`src/rtl/sec_array_tdma_ctrl_if.sv`:
```
// Requester-side bus of the shared secure register array.
// The requester (L or H pipeline stage) is the master; the controller is the slave.
interface sec_array_tdma_ctrl_if #(
  parameter int DATA_W = 16,
  parameter int ADDR_W = 2
);
  logic              req;
  logic              we;
  logic [ADDR_W-1:0] addr;
  logic [DATA_W-1:0] wdata;
  logic              gnt;
  logic              rvalid;
  logic [DATA_W-1:0] rdata;
  logic              err;

  modport master (
    output req, we, addr, wdata,
    input  gnt, rvalid, rdata, err
  );

  modport slave (
    input  req, we, addr, wdata,
    output gnt, rvalid, rdata, err
  );
endinterface

```
`src/rtl/sec_array_tdma_ctrl.sv`:
```
// Time-division controller sharing one labelled register array between a
// public (L) and a secret (H) requester. Slots alternate L, H, L, H at a
// fixed rate, so when L is granted never depends on anything H does.
// Each entry carries a label bit (0 = L, 1 = H): L cannot read H entries,
// H cannot write L entries, and lowering a label scrubs the entry's data.
module sec_array_tdma_ctrl #(
  parameter int DATA_W   = 16,
  parameter int ADDR_W   = 2,
  parameter int SLOT_LEN = 2
) (
  input  logic                 clk,
  input  logic                 reset,
  sec_array_tdma_ctrl_if.slave l_bus,
  sec_array_tdma_ctrl_if.slave h_bus,
  input  logic                 cfg_we,
  input  logic [ADDR_W-1:0]    cfg_idx,
  input  logic                 cfg_lbl,
  output logic                 slot_h
);

  localparam int DEPTH = 2 ** ADDR_W;
  localparam int CNT_W = $clog2(SLOT_LEN);
  localparam logic [CNT_W-1:0] CNT_LAST = CNT_W'(SLOT_LEN - 1);

  typedef enum logic {
    SLOT_L = 1'b0,
    SLOT_H = 1'b1
  } slot_t;

  slot_t             slot_q;
  logic [CNT_W-1:0]  cnt_q;

  logic [DATA_W-1:0] mem_q [DEPTH];
  logic [DEPTH-1:0]  lbl_q;

  logic              l_rvalid_q;
  logic [DATA_W-1:0] l_rdata_q;
  logic              l_rerr_q;
  logic              h_rvalid_q;
  logic [DATA_W-1:0] h_rdata_q;

  logic              slot_first;
  logic              l_take;
  logic              h_take;
  logic              l_deny;
  logic              h_deny;
  logic              l_rd;
  logic              h_rd;
  logic              l_wr;
  logic              h_wr;
  logic              wr_en;
  logic [ADDR_W-1:0] wr_addr;
  logic [DATA_W-1:0] wr_data;
  logic [DEPTH-1:0]  scrub;

  // Free-running slot schedule: counter wraps every SLOT_LEN cycles and the owner flips on each wrap.
  always_ff @(posedge clk or negedge reset) begin
    if (!reset) begin
      cnt_q  <= '0;
      slot_q <= SLOT_L;
    end else if (cnt_q == CNT_LAST) begin
      cnt_q  <= '0;
      slot_q <= (slot_q == SLOT_L) ? SLOT_H : SLOT_L;
    end else begin
      cnt_q  <= cnt_q + CNT_W'(1);
    end
  end

  assign slot_h     = (slot_q == SLOT_H);
  assign slot_first = (cnt_q == '0);

  // Only the slot owner can be granted, only in the first cycle, and an idle slot is never lent out.
  assign l_take = slot_first & (slot_q == SLOT_L) & l_bus.req;
  assign h_take = slot_first & (slot_q == SLOT_H) & h_bus.req;

  // Access rules are judged against the label as it stands before the edge.
  assign l_deny = lbl_q[l_bus.addr];
  assign h_deny = ~lbl_q[h_bus.addr];

  assign l_rd = l_take & ~l_bus.we;
  assign h_rd = h_take & ~h_bus.we;
  assign l_wr = l_take & l_bus.we;
  assign h_wr = h_take & h_bus.we & ~h_deny;

  // At most one side owns a slot, so a single write port serves both requesters.
  always_comb begin
    wr_en   = l_wr | h_wr;
    wr_addr = l_wr ? l_bus.addr  : h_bus.addr;
    wr_data = l_wr ? l_bus.wdata : h_bus.wdata;
  end

  // A label moving from H down to L marks that entry for scrubbing.
  always_comb begin
    scrub = '0;
    if (cfg_we && lbl_q[cfg_idx] && !cfg_lbl) begin
      scrub[cfg_idx] = 1'b1;
    end
  end

  // Array storage and labels; a scrub beats a same-edge write so secret data never leaks downward.
  always_ff @(posedge clk or negedge reset) begin
    if (!reset) begin
      for (int i = 0; i < DEPTH; i++) begin
        mem_q[i] <= '0;
      end
      lbl_q <= '0;
    end else begin
      for (int i = 0; i < DEPTH; i++) begin
        if (scrub[i]) begin
          mem_q[i] <= '0;
        end else if (wr_en && (wr_addr == ADDR_W'(i))) begin
          mem_q[i] <= wr_data;
        end
      end
      if (cfg_we) begin
        lbl_q[cfg_idx] <= cfg_lbl;
      end
    end
  end

  // L read return: one cycle after grant, zero data plus error when the entry is secret.
  always_ff @(posedge clk or negedge reset) begin
    if (!reset) begin
      l_rvalid_q <= 1'b0;
      l_rdata_q  <= '0;
      l_rerr_q   <= 1'b0;
    end else begin
      l_rvalid_q <= l_rd;
      l_rerr_q   <= l_rd & l_deny;
      l_rdata_q  <= (l_rd && !l_deny) ? mem_q[l_bus.addr] : '0;
    end
  end

  // H read return: H may read every entry, so it never errors on reads.
  always_ff @(posedge clk or negedge reset) begin
    if (!reset) begin
      h_rvalid_q <= 1'b0;
      h_rdata_q  <= '0;
    end else begin
      h_rvalid_q <= h_rd;
      h_rdata_q  <= h_rd ? mem_q[h_bus.addr] : '0;
    end
  end

  // Grants and write errors are combinational pulses; holding them low in reset keeps outputs quiet.
  assign l_bus.gnt    = l_take & reset;
  assign l_bus.rvalid = l_rvalid_q;
  assign l_bus.rdata  = l_rdata_q;
  assign l_bus.err    = l_rerr_q;

  assign h_bus.gnt    = h_take & reset;
  assign h_bus.rvalid = h_rvalid_q;
  assign h_bus.rdata  = h_rdata_q;
  assign h_bus.err    = h_take & h_bus.we & h_deny & reset;

endmodule
```
`src/flat_wrapper.sv`:
```
// flat-port wrapper written by rule: the top's interface ports become plain ports
module sec_array_tdma_ctrl_flat 
#(
  parameter int DATA_W   = 16,
  parameter int ADDR_W   = 2,
  parameter int SLOT_LEN = 2
)
  (clk, reset, cfg_we, cfg_idx, cfg_lbl, slot_h, l_bus_req, l_bus_we, l_bus_addr, l_bus_wdata, l_bus_gnt, l_bus_rvalid, l_bus_rdata, l_bus_err, h_bus_req, h_bus_we, h_bus_addr, h_bus_wdata, h_bus_gnt, h_bus_rvalid, h_bus_rdata, h_bus_err);
  sec_array_tdma_ctrl_if #(.DATA_W(DATA_W), .ADDR_W(ADDR_W)) l_bus_i ();
  sec_array_tdma_ctrl_if #(.DATA_W(DATA_W), .ADDR_W(ADDR_W)) h_bus_i ();
  input  logic clk;
  input  logic reset;
  input  logic cfg_we;
  input  logic [ADDR_W-1:0] cfg_idx;
  input  logic cfg_lbl;
  output logic slot_h;
  input wire logic [$bits(l_bus_i.req)-1:0] l_bus_req;
  input wire logic [$bits(l_bus_i.we)-1:0] l_bus_we;
  input wire logic [$bits(l_bus_i.addr)-1:0] l_bus_addr;
  input wire logic [$bits(l_bus_i.wdata)-1:0] l_bus_wdata;
  output wire logic [$bits(l_bus_i.gnt)-1:0] l_bus_gnt;
  output wire logic [$bits(l_bus_i.rvalid)-1:0] l_bus_rvalid;
  output wire logic [$bits(l_bus_i.rdata)-1:0] l_bus_rdata;
  output wire logic [$bits(l_bus_i.err)-1:0] l_bus_err;
  input wire logic [$bits(h_bus_i.req)-1:0] h_bus_req;
  input wire logic [$bits(h_bus_i.we)-1:0] h_bus_we;
  input wire logic [$bits(h_bus_i.addr)-1:0] h_bus_addr;
  input wire logic [$bits(h_bus_i.wdata)-1:0] h_bus_wdata;
  output wire logic [$bits(h_bus_i.gnt)-1:0] h_bus_gnt;
  output wire logic [$bits(h_bus_i.rvalid)-1:0] h_bus_rvalid;
  output wire logic [$bits(h_bus_i.rdata)-1:0] h_bus_rdata;
  output wire logic [$bits(h_bus_i.err)-1:0] h_bus_err;
  assign l_bus_i.req = l_bus_req;
  assign l_bus_i.we = l_bus_we;
  assign l_bus_i.addr = l_bus_addr;
  assign l_bus_i.wdata = l_bus_wdata;
  assign l_bus_gnt = l_bus_i.gnt;
  assign l_bus_rvalid = l_bus_i.rvalid;
  assign l_bus_rdata = l_bus_i.rdata;
  assign l_bus_err = l_bus_i.err;
  assign h_bus_i.req = h_bus_req;
  assign h_bus_i.we = h_bus_we;
  assign h_bus_i.addr = h_bus_addr;
  assign h_bus_i.wdata = h_bus_wdata;
  assign h_bus_gnt = h_bus_i.gnt;
  assign h_bus_rvalid = h_bus_i.rvalid;
  assign h_bus_rdata = h_bus_i.rdata;
  assign h_bus_err = h_bus_i.err;
  sec_array_tdma_ctrl #(.DATA_W(DATA_W), .ADDR_W(ADDR_W), .SLOT_LEN(SLOT_LEN)) u_core (.clk(clk), .reset(reset), .l_bus(l_bus_i), .h_bus(h_bus_i), .cfg_we(cfg_we), .cfg_idx(cfg_idx), .cfg_lbl(cfg_lbl), .slot_h(slot_h));
endmodule
```
`config.mk`:
```
export PLATFORM = sky130hd
export DESIGN_NAME = sec_array_tdma_ctrl_flat
export DESIGN_NICKNAME = d
export VERILOG_FILES = /design/src/rtl/sec_array_tdma_ctrl_if.sv /design/src/rtl/sec_array_tdma_ctrl.sv /design/src/flat_wrapper.sv
export SDC_FILE = /design/constraint.sdc
export NUM_CORES = 1
export LEC_CHECK = 0
export ABC_AREA = 1
export CORE_MARGIN = 2
export CORE_UTILIZATION = 61
export CTS_BUF_LIST = sky130_fd_sc_hd__clkbuf_4 sky130_fd_sc_hd__clkbuf_8
export CTS_CLUSTER_DIAMETER = 80
export CTS_CLUSTER_SIZE = 12
export DETAILED_ROUTE_END_ITERATION = 7
export HOLD_SLACK_MARGIN = 0.02
export PLACE_DENSITY_LB_ADDON = 0.2
export RECOVER_POWER = 50
export SYNTH_ARGS = -nofsm -noshare
export SYNTH_HDL_FRONTEND = slang
export SYNTH_SLANG_ARGS = --single-unit
```
`constraint.sdc`:
```
create_clock -name clk -period 2.67 [get_ports clk]
set_input_delay 0.267 -clock clk [delete_from_list [all_inputs] [get_ports clk]]
set_output_delay 0.267 -clock clk [all_outputs]
set_load 0.05 [all_outputs]
```
==> run metrics, run 1 <==
Max Slew Vio Count 32; Worst path depth 4; type of the worst setup path flip-flop to output pin; Syn Nets about 740; leading area contributor after synthesis dfrtp_1; RSZ-0062 raised after global routing no; via/cell ratio about 6.0; layout cell share with drive strength beyond 1 0.123; Sink Count 105; drt wl/cell 16.2 µm; cell area after synthesis 5790 µm²; # port buffers 84; crit path cell chain nor2_4, nand2_1, nor2_1, clkdlybuf4s50_1; die height 101 µm; clk slew on worst S/H paths 0.10 ns; WHS 0.426 ns; Mapped Cells 690; CTS tree yes; Max transition margin -0.166; Leak 3.24 nW; clock period minus worst slack 2.31 ns; pwr/cell area 535 nW/µm²; Starting Density 0.626; number of library cell types mapped by synthesis 26; Hold Path Depth 4; Via Count roughly 5300; final WL 14300 µm; largest net degree at the start of global routing 75; nets@finish 795; Max Cap Viol 1; Post-CTS Setup Bufs 0; Core Box Area 9240 µm²; slowest cell delay on critical path 0.80 ns; CP startpoint kind flip-flop; worst-skew pair later-pin latency 0.37 ns; GRT Total Usage 0.291; Die Wd 101 µm; DR pass1 iterations 6; area grow syn2layout 17.3%; flops & latches, synth 105; row count 35; Clock Tree Root clkbuf_8; Post-CTS Resized 0; crit share post-route 0.864; actual slew at the worst max-slew pin 1.75 ns; final worst slack 0.364 ns; CP top delay family buffers and inverters; # hold bufs at CTS 1; synth top area cells dfrtp_1 (45%), nand2_1 (7.7%), a21oi_1 (7.4%), nand4_1 (7.3%), nand3_2 (7.1%); final hold vios 0; CP bufs+invs 1; die area a little over 10000 µm²; status finished, violations left; maximum clock path buffer count 2; sequential area share after synthesis 0.454; vias in the first global route 4751; I/O pin cnt 85; worst-case reg-to-reg path depth 6; critical-path maximum fanout 6; Critical Path Sink l_bus_gnt; critical register-to-register path startpoint u_core.slot_h; commonest non-fill, non-tap cell in the layout nand2_1; total congestion overflow 0; Synth top area share 0.454; peak supply drop roughly 0.00033 V; Crit-path slowest cell clkdlybuf4s50_1; first-pass GRT wire length 23400 µm; most frequent cells in the layout nand2_1 (118), dfrtp_1 (105), a21oi_1 (86), clkdlybuf4s50_1 (80), nand4_1 (68); Ys Warns 0; HPWL Detailed 10500 µm; Crit. End Element output pin; crit path from u_core.slot_h; Final setup viols 0; CTS Buf Count 9; antenna-violating nets left 0; H-tree depth 3; initial DRC count 548; failing checks capacitance limit, slew limit; clock skew 0.0103 ns; syn_area_per_cell 8.39 µm²; worst endpoint required time 2.40 ns; f_max 0.434 GHz; drt drc 0; GP Congestion about 0.89; Sum Neg Setup Slack 0 ns; pre-CTS WS 0.460 ns; worst min-delay path class input port to flip-flop; initial antenna violation count 0; CP Data Arrival Time 2.04 ns; flop-to-flop setup slack 0.75 ns; FF-to-FF End u_core.mem_q[32]; Inserted Diodes 0
-- where the power goes --
group / switching (mW) / total (mW) / leakage [nW] / internal (mW)
clock: 0.582 / 0.958 / 0.0870 / 0.376
combinational: 0.436 / 0.713 / 1.75 / 0.277
sequential: 0.185 / 1.96 / 1.40 / 1.78
total: 1.20 / 3.63 / 3.24 / 2.43
-- per-layer routing --
layer	vias to the layer above	GRT usage	routed length, µm
li1	2477	-	-
met1	2483	0.449	6220
met2	316	0.426	6340
met3	11	0.0552	1630
met4	0	0.0686	114
met5	-	0	0
-- cell type report --
class,count,area [µm²]
flip-flops and latches,105,2630
clock buffers,10,138
inverters,62,234
clock inverters,6,51.3
repair buffers,101,966
fillers,712,2450
multi-input cells,470,2610
well taps,129,161
-- tightest hold or removal path, stage by stage --
cell	delay [ns]
buf_2	0.15
a21oi_1	0.08
a21oi_1	0.19
nor3_1	0.07
-- logic make-up after synthesis --
logic type	after synthesis	synth area share
AND/OR/NAND/NOR	300	0.303
AO/OA/AOI/OAI	169	0.147
buffers and inverters	115	0.0945
flip-flops	105	0.454
XOR/XNOR	1	0.00151
-- stage by stage --
step                cell area, µm²   util  std cells  power [mW]
finish                        6790  0.735        883        3.63
global placement              6600  0.714        866        2.63
detailed placement            6600  0.714        866        2.69
CTS                           6800  0.736        883        3.62
floorplan                     5790      -        690        2.38
global route                  6790  0.735        883        3.80
-- flip-flops by register name, indices dropped and copies added (netlist names) --
signal	cells
u_core.mem_q	64
u_core.h_bus.rdata	16
u_core.l_bus.rdata	16
u_core.lbl_q	4
u_core.cnt_q	1
u_core.h_bus.rvalid	1
u_core.l_bus.err	1
u_core.l_bus.rvalid	1
u_core.slot_h	1
-- cell usage after synthesis --
cell type	count
nand2_1	118
dfrtp_1	105
a21oi_1	86
nand4_1	68
o21ai_0	66
inv_1	59
nand3_2	41
nand3_1	31
nor2_1	23
clkbuf_1	19
o21ai_1	15
buf_6	11
buf_2	10
nand2_4	9
buf_1	8
buf_4	5
nor2_8	4
clkinv_1	2
nand2_2	2
o211ai_1	2
clkinv_2	1
nand3_4	1
nor2_2	1
nor2_4	1
nor3_1	1
xor2_1	1
-- how the worst min path moves through the flow --
| stage | slack, ns | start | to |
|---|---|---|---|
| floorplan | -0.03 | reset | u_core.cnt_q |
| global placement | 0.35 | reset | u_core.l_bus.err |
| detailed placement | 0.36 | reset | u_core.l_bus.rvalid |
| CTS | 0.40 | l_bus_addr[0] | u_core.l_bus.err |
| global route | 0.44 | l_bus_addr[0] | u_core.l_bus.err |
| finish | 0.43 | l_bus_addr[0] | u_core.l_bus.err |
Note: power is estimated with default switching activity, not from simulation.
==> inputs of run 2 (changes only) <==
--- a/config.mk
+++ b/config.mk
@@ -15,6 +15,7 @@
 export HOLD_SLACK_MARGIN = 0.02
 export PLACE_DENSITY_LB_ADDON = 0.2
 export RECOVER_POWER = 50
+export SLEW_MARGIN = 20
 export SYNTH_ARGS = -nofsm -noshare
 export SYNTH_HDL_FRONTEND = slang
 export SYNTH_SLANG_ARGS = --single-unit
==> results of run 2 <==
Same layout as run 1: the final DEF is identical, and so are final timing and power.
==> inputs of run 3 (changes only) <==
==> constraint.sdc (replaced) <==
create_clock -name clk -period 2.8 [get_ports clk]
set_input_delay 0.28 -clock clk [delete_from_list [all_inputs] [get_ports clk]]
set_output_delay 0.28 -clock clk [all_outputs]
set_load 0.05 [all_outputs]
==> run metrics, run 3 (synthesized netlist as in run 1, its figures left out) <==
status complete, no violations (was finished, violations left); GP Congestion 0.872 (was 0.888); initial DRC count 649 (was 548); CP startpoint kind input port (was flip-flop); Starting Density 0.626 (unchanged); final hold vios 0 (unchanged); initial antenna violation count 0 (unchanged); worst endpoint required time 3.06 ns (was 2.40 ns); crit path cell chain dlygate4sd3_1, clkinvlp_2, clkbuf_2, a21oi_1, o21ai_0, a21oi_1 (was nor2_4, nand2_1, nor2_1, clkdlybuf4s50_1); HPWL Detailed 10100 µm (was 10500 µm); final non-filler cell total 881 (was 883); H-tree depth 3 (unchanged); Die Wd 101 µm (unchanged); DR pass1 iterations 5 (was 6); actual slew at the worst max-slew pin 1.05 ns (was 1.75 ns); Crit-path slowest cell dlygate4sd3_1 (was clkdlybuf4s50_1); Max Slew Vio Count 0 (was 32); CP top delay family buffers and inverters (unchanged); final WL 13900 µm (was 14300 µm); CTS Buf Count 9 (unchanged); Inserted Diodes 0 (unchanged); via/cell ratio 5.92 (was 5.99); RSZ-0062 raised after global routing no (unchanged); worst min-delay path class input port to flip-flop (unchanged); number of flip-flops in the largest register 64 (unchanged); clock period minus worst slack between 2 and 2.5 ns; first-pass GRT wire length 22900 µm (was 23400 µm); Clock Tree Root clkbuf_8 (unchanged); Max Cap Viol 0 (was 1); f_max 0.410 GHz; critical-path maximum fanout 60 (was 6); area grow syn2layout 17.4% (was 17.3%); worst-case reg-to-reg path depth 6 (unchanged); GRT Total Usage 0.287 (was 0.291); fin area 6800 µm² (was 6790 µm²); drt wl/cell 15.8 µm (was 16.2 µm); Leak 3.36 nW (was 3.24 nW); flop-to-flop setup slack 0.65 ns (was 0.75 ns); FF-to-FF End u_core.mem_q[57] (was u_core.mem_q[32]); Worst path depth 6 (was 4); Top reg by flops u_core.mem_q (unchanged); total power 3.53 mW (was 3.63 mW); Sum Neg Setup Slack 0 ns (unchanged); critical register-to-register path startpoint u_core.slot_h (unchanged); peak supply drop 0.000253 V (was 0.000325 V); row count 35 (unchanged); most frequent cells in the layout nand2_1 (118), dfrtp_1 (105), a21oi_1 (86), nand4_1 (68), o21ai_0 (66) (was nand2_1 (118), dfrtp_1 (105), a21oi_1 (86), clkdlybuf4s50_1 (80), nand4_1 (68)); Post-CTS Setup Bufs 0 (unchanged); Area after DPL 6590 µm² (was 6600 µm²); crit path from h_bus_addr[0] (was u_core.slot_h); die height 101 µm (unchanged); Critical Path Sink u_core.h_bus.rdata[9] (was l_bus_gnt); layout cell share with drive strength beyond 1 0.122 (was 0.123); antenna-violating nets left 0 (unchanged); Crit. End Element flip-flop (was output pin); commonest non-fill, non-tap cell in the layout nand2_1 (unchanged); vias in the first global route 4630 (was 4751); Core Box Area 9240 µm² (unchanged); drt drc 0 (unchanged); total congestion overflow 0 (unchanged); clk slew on worst S/H paths 0.10 ns (about the same); type of the worst setup path input port to flip-flop (was flip-flop to output pin); Sink Count 105 (unchanged); maximum clock path buffer count 2 (unchanged); crit share post-route 0.871; CP bufs+invs 3 (was 1); Max transition margin 0.302 (was -0.166); Via Count 5214 (was 5287); die area 10300 µm² (unchanged); clock skew 0.0145 ns (was 0.0103 ns); largest net degree at the start of global routing 81 (was 75); pwr/cell area 519 nW/µm² (was 535 nW/µm²); worst-skew pair later-pin latency 0.37 ns (about the same); nets@finish 793 (was 795); Final setup viols 0 (unchanged); CTS tree yes (unchanged); # port buffers 84 (unchanged); Crit path top cell by count a21oi_1; I/O pin cnt 85 (unchanged); slowest cell delay on critical path 0.80 ns (about the same); CP Data Arrival Time 2.70 ns (was 2.04 ns); Placed Cells 864 (was 866)
-- run 3: cell types whose count changed in the layout (fill, tap and decap cells not counted), moves of 2 or more --
cell,change
clkdlybuf4s50_1,-37
dlygate4sd3_1,+37
inv_6,+2
buf_4,-4
clkbuf_4,+2
-- run 3: cell type report --
| cell class | count | area, µm² |
|---|---|---|
| flip-flops and latches | 105 | 2630 |
| multi-input cells | 470 | 2610 |
| fillers | 693 | 2440 |
| repair buffers | 99 | 952 |
| inverters | 62 | 234 |
| well taps | 129 | 161 |
| clock buffers | 10 | 138 |
| clock inverters | 6 | 71.3 |
-- run 3: power by group --
group / internal, mW / switching [mW]
Combinational: 0.260 / 0.423
Clock: 0.448 / 0.538
Sequential: 1.69 / 0.162
Total: 2.40 / 1.12
-- run 3: how the worst min path moves through the flow --
stage,start,depth (start not counted),slack (ns),endpoint
3_3_place_gp,reset,2,0.29,u_core.slot_h
2_1_floorplan,reset,0,-0.02,u_core.cnt_q
3_5_place_dp,reset,2,0.30,u_core.cnt_q
4_1_cts,l_bus_addr[0],4,0.42,u_core.l_bus.err
6_report,l_bus_addr[0],4,0.45,u_core.l_bus.err
5_1_grt,l_bus_addr[0],4,0.46,u_core.l_bus.err
-- run 3: tightest hold or removal path: stages --
cell and delay [ns]:
buf_2 0.14, a21oi_1 0.08, a21oi_1 0.20, nor3_1 0.07
-- run 3: what timing repair did --
action,CTS,global route
gates resized for setup,0,0
endpoints found under the hold margin,25,0
hold buffers,1,0
-- run 3: routing by layer --
layer | share of wire | global-route usage | wire [µm]
met4 | 0.010 | 0.0842 | 143
met1 | 0.43 | 0.433 | 6050
met2 | 0.44 | 0.424 | 6140
met5 | 0 | 0 | 0
met3 | 0.11 | 0.0552 | 1580
-- run 3: per-stage QoR --
step                      worst slack [ns]   util  hold slack [ns]
final                                0.360  0.736            0.447
after global routing                 0.226  0.736            0.460
after CTS                            0.437  0.736            0.425
after detailed placement             0.400  0.713            0.298
after global placement               0.483  0.713            0.292
after floorplan                      0.641      -          -0.0156
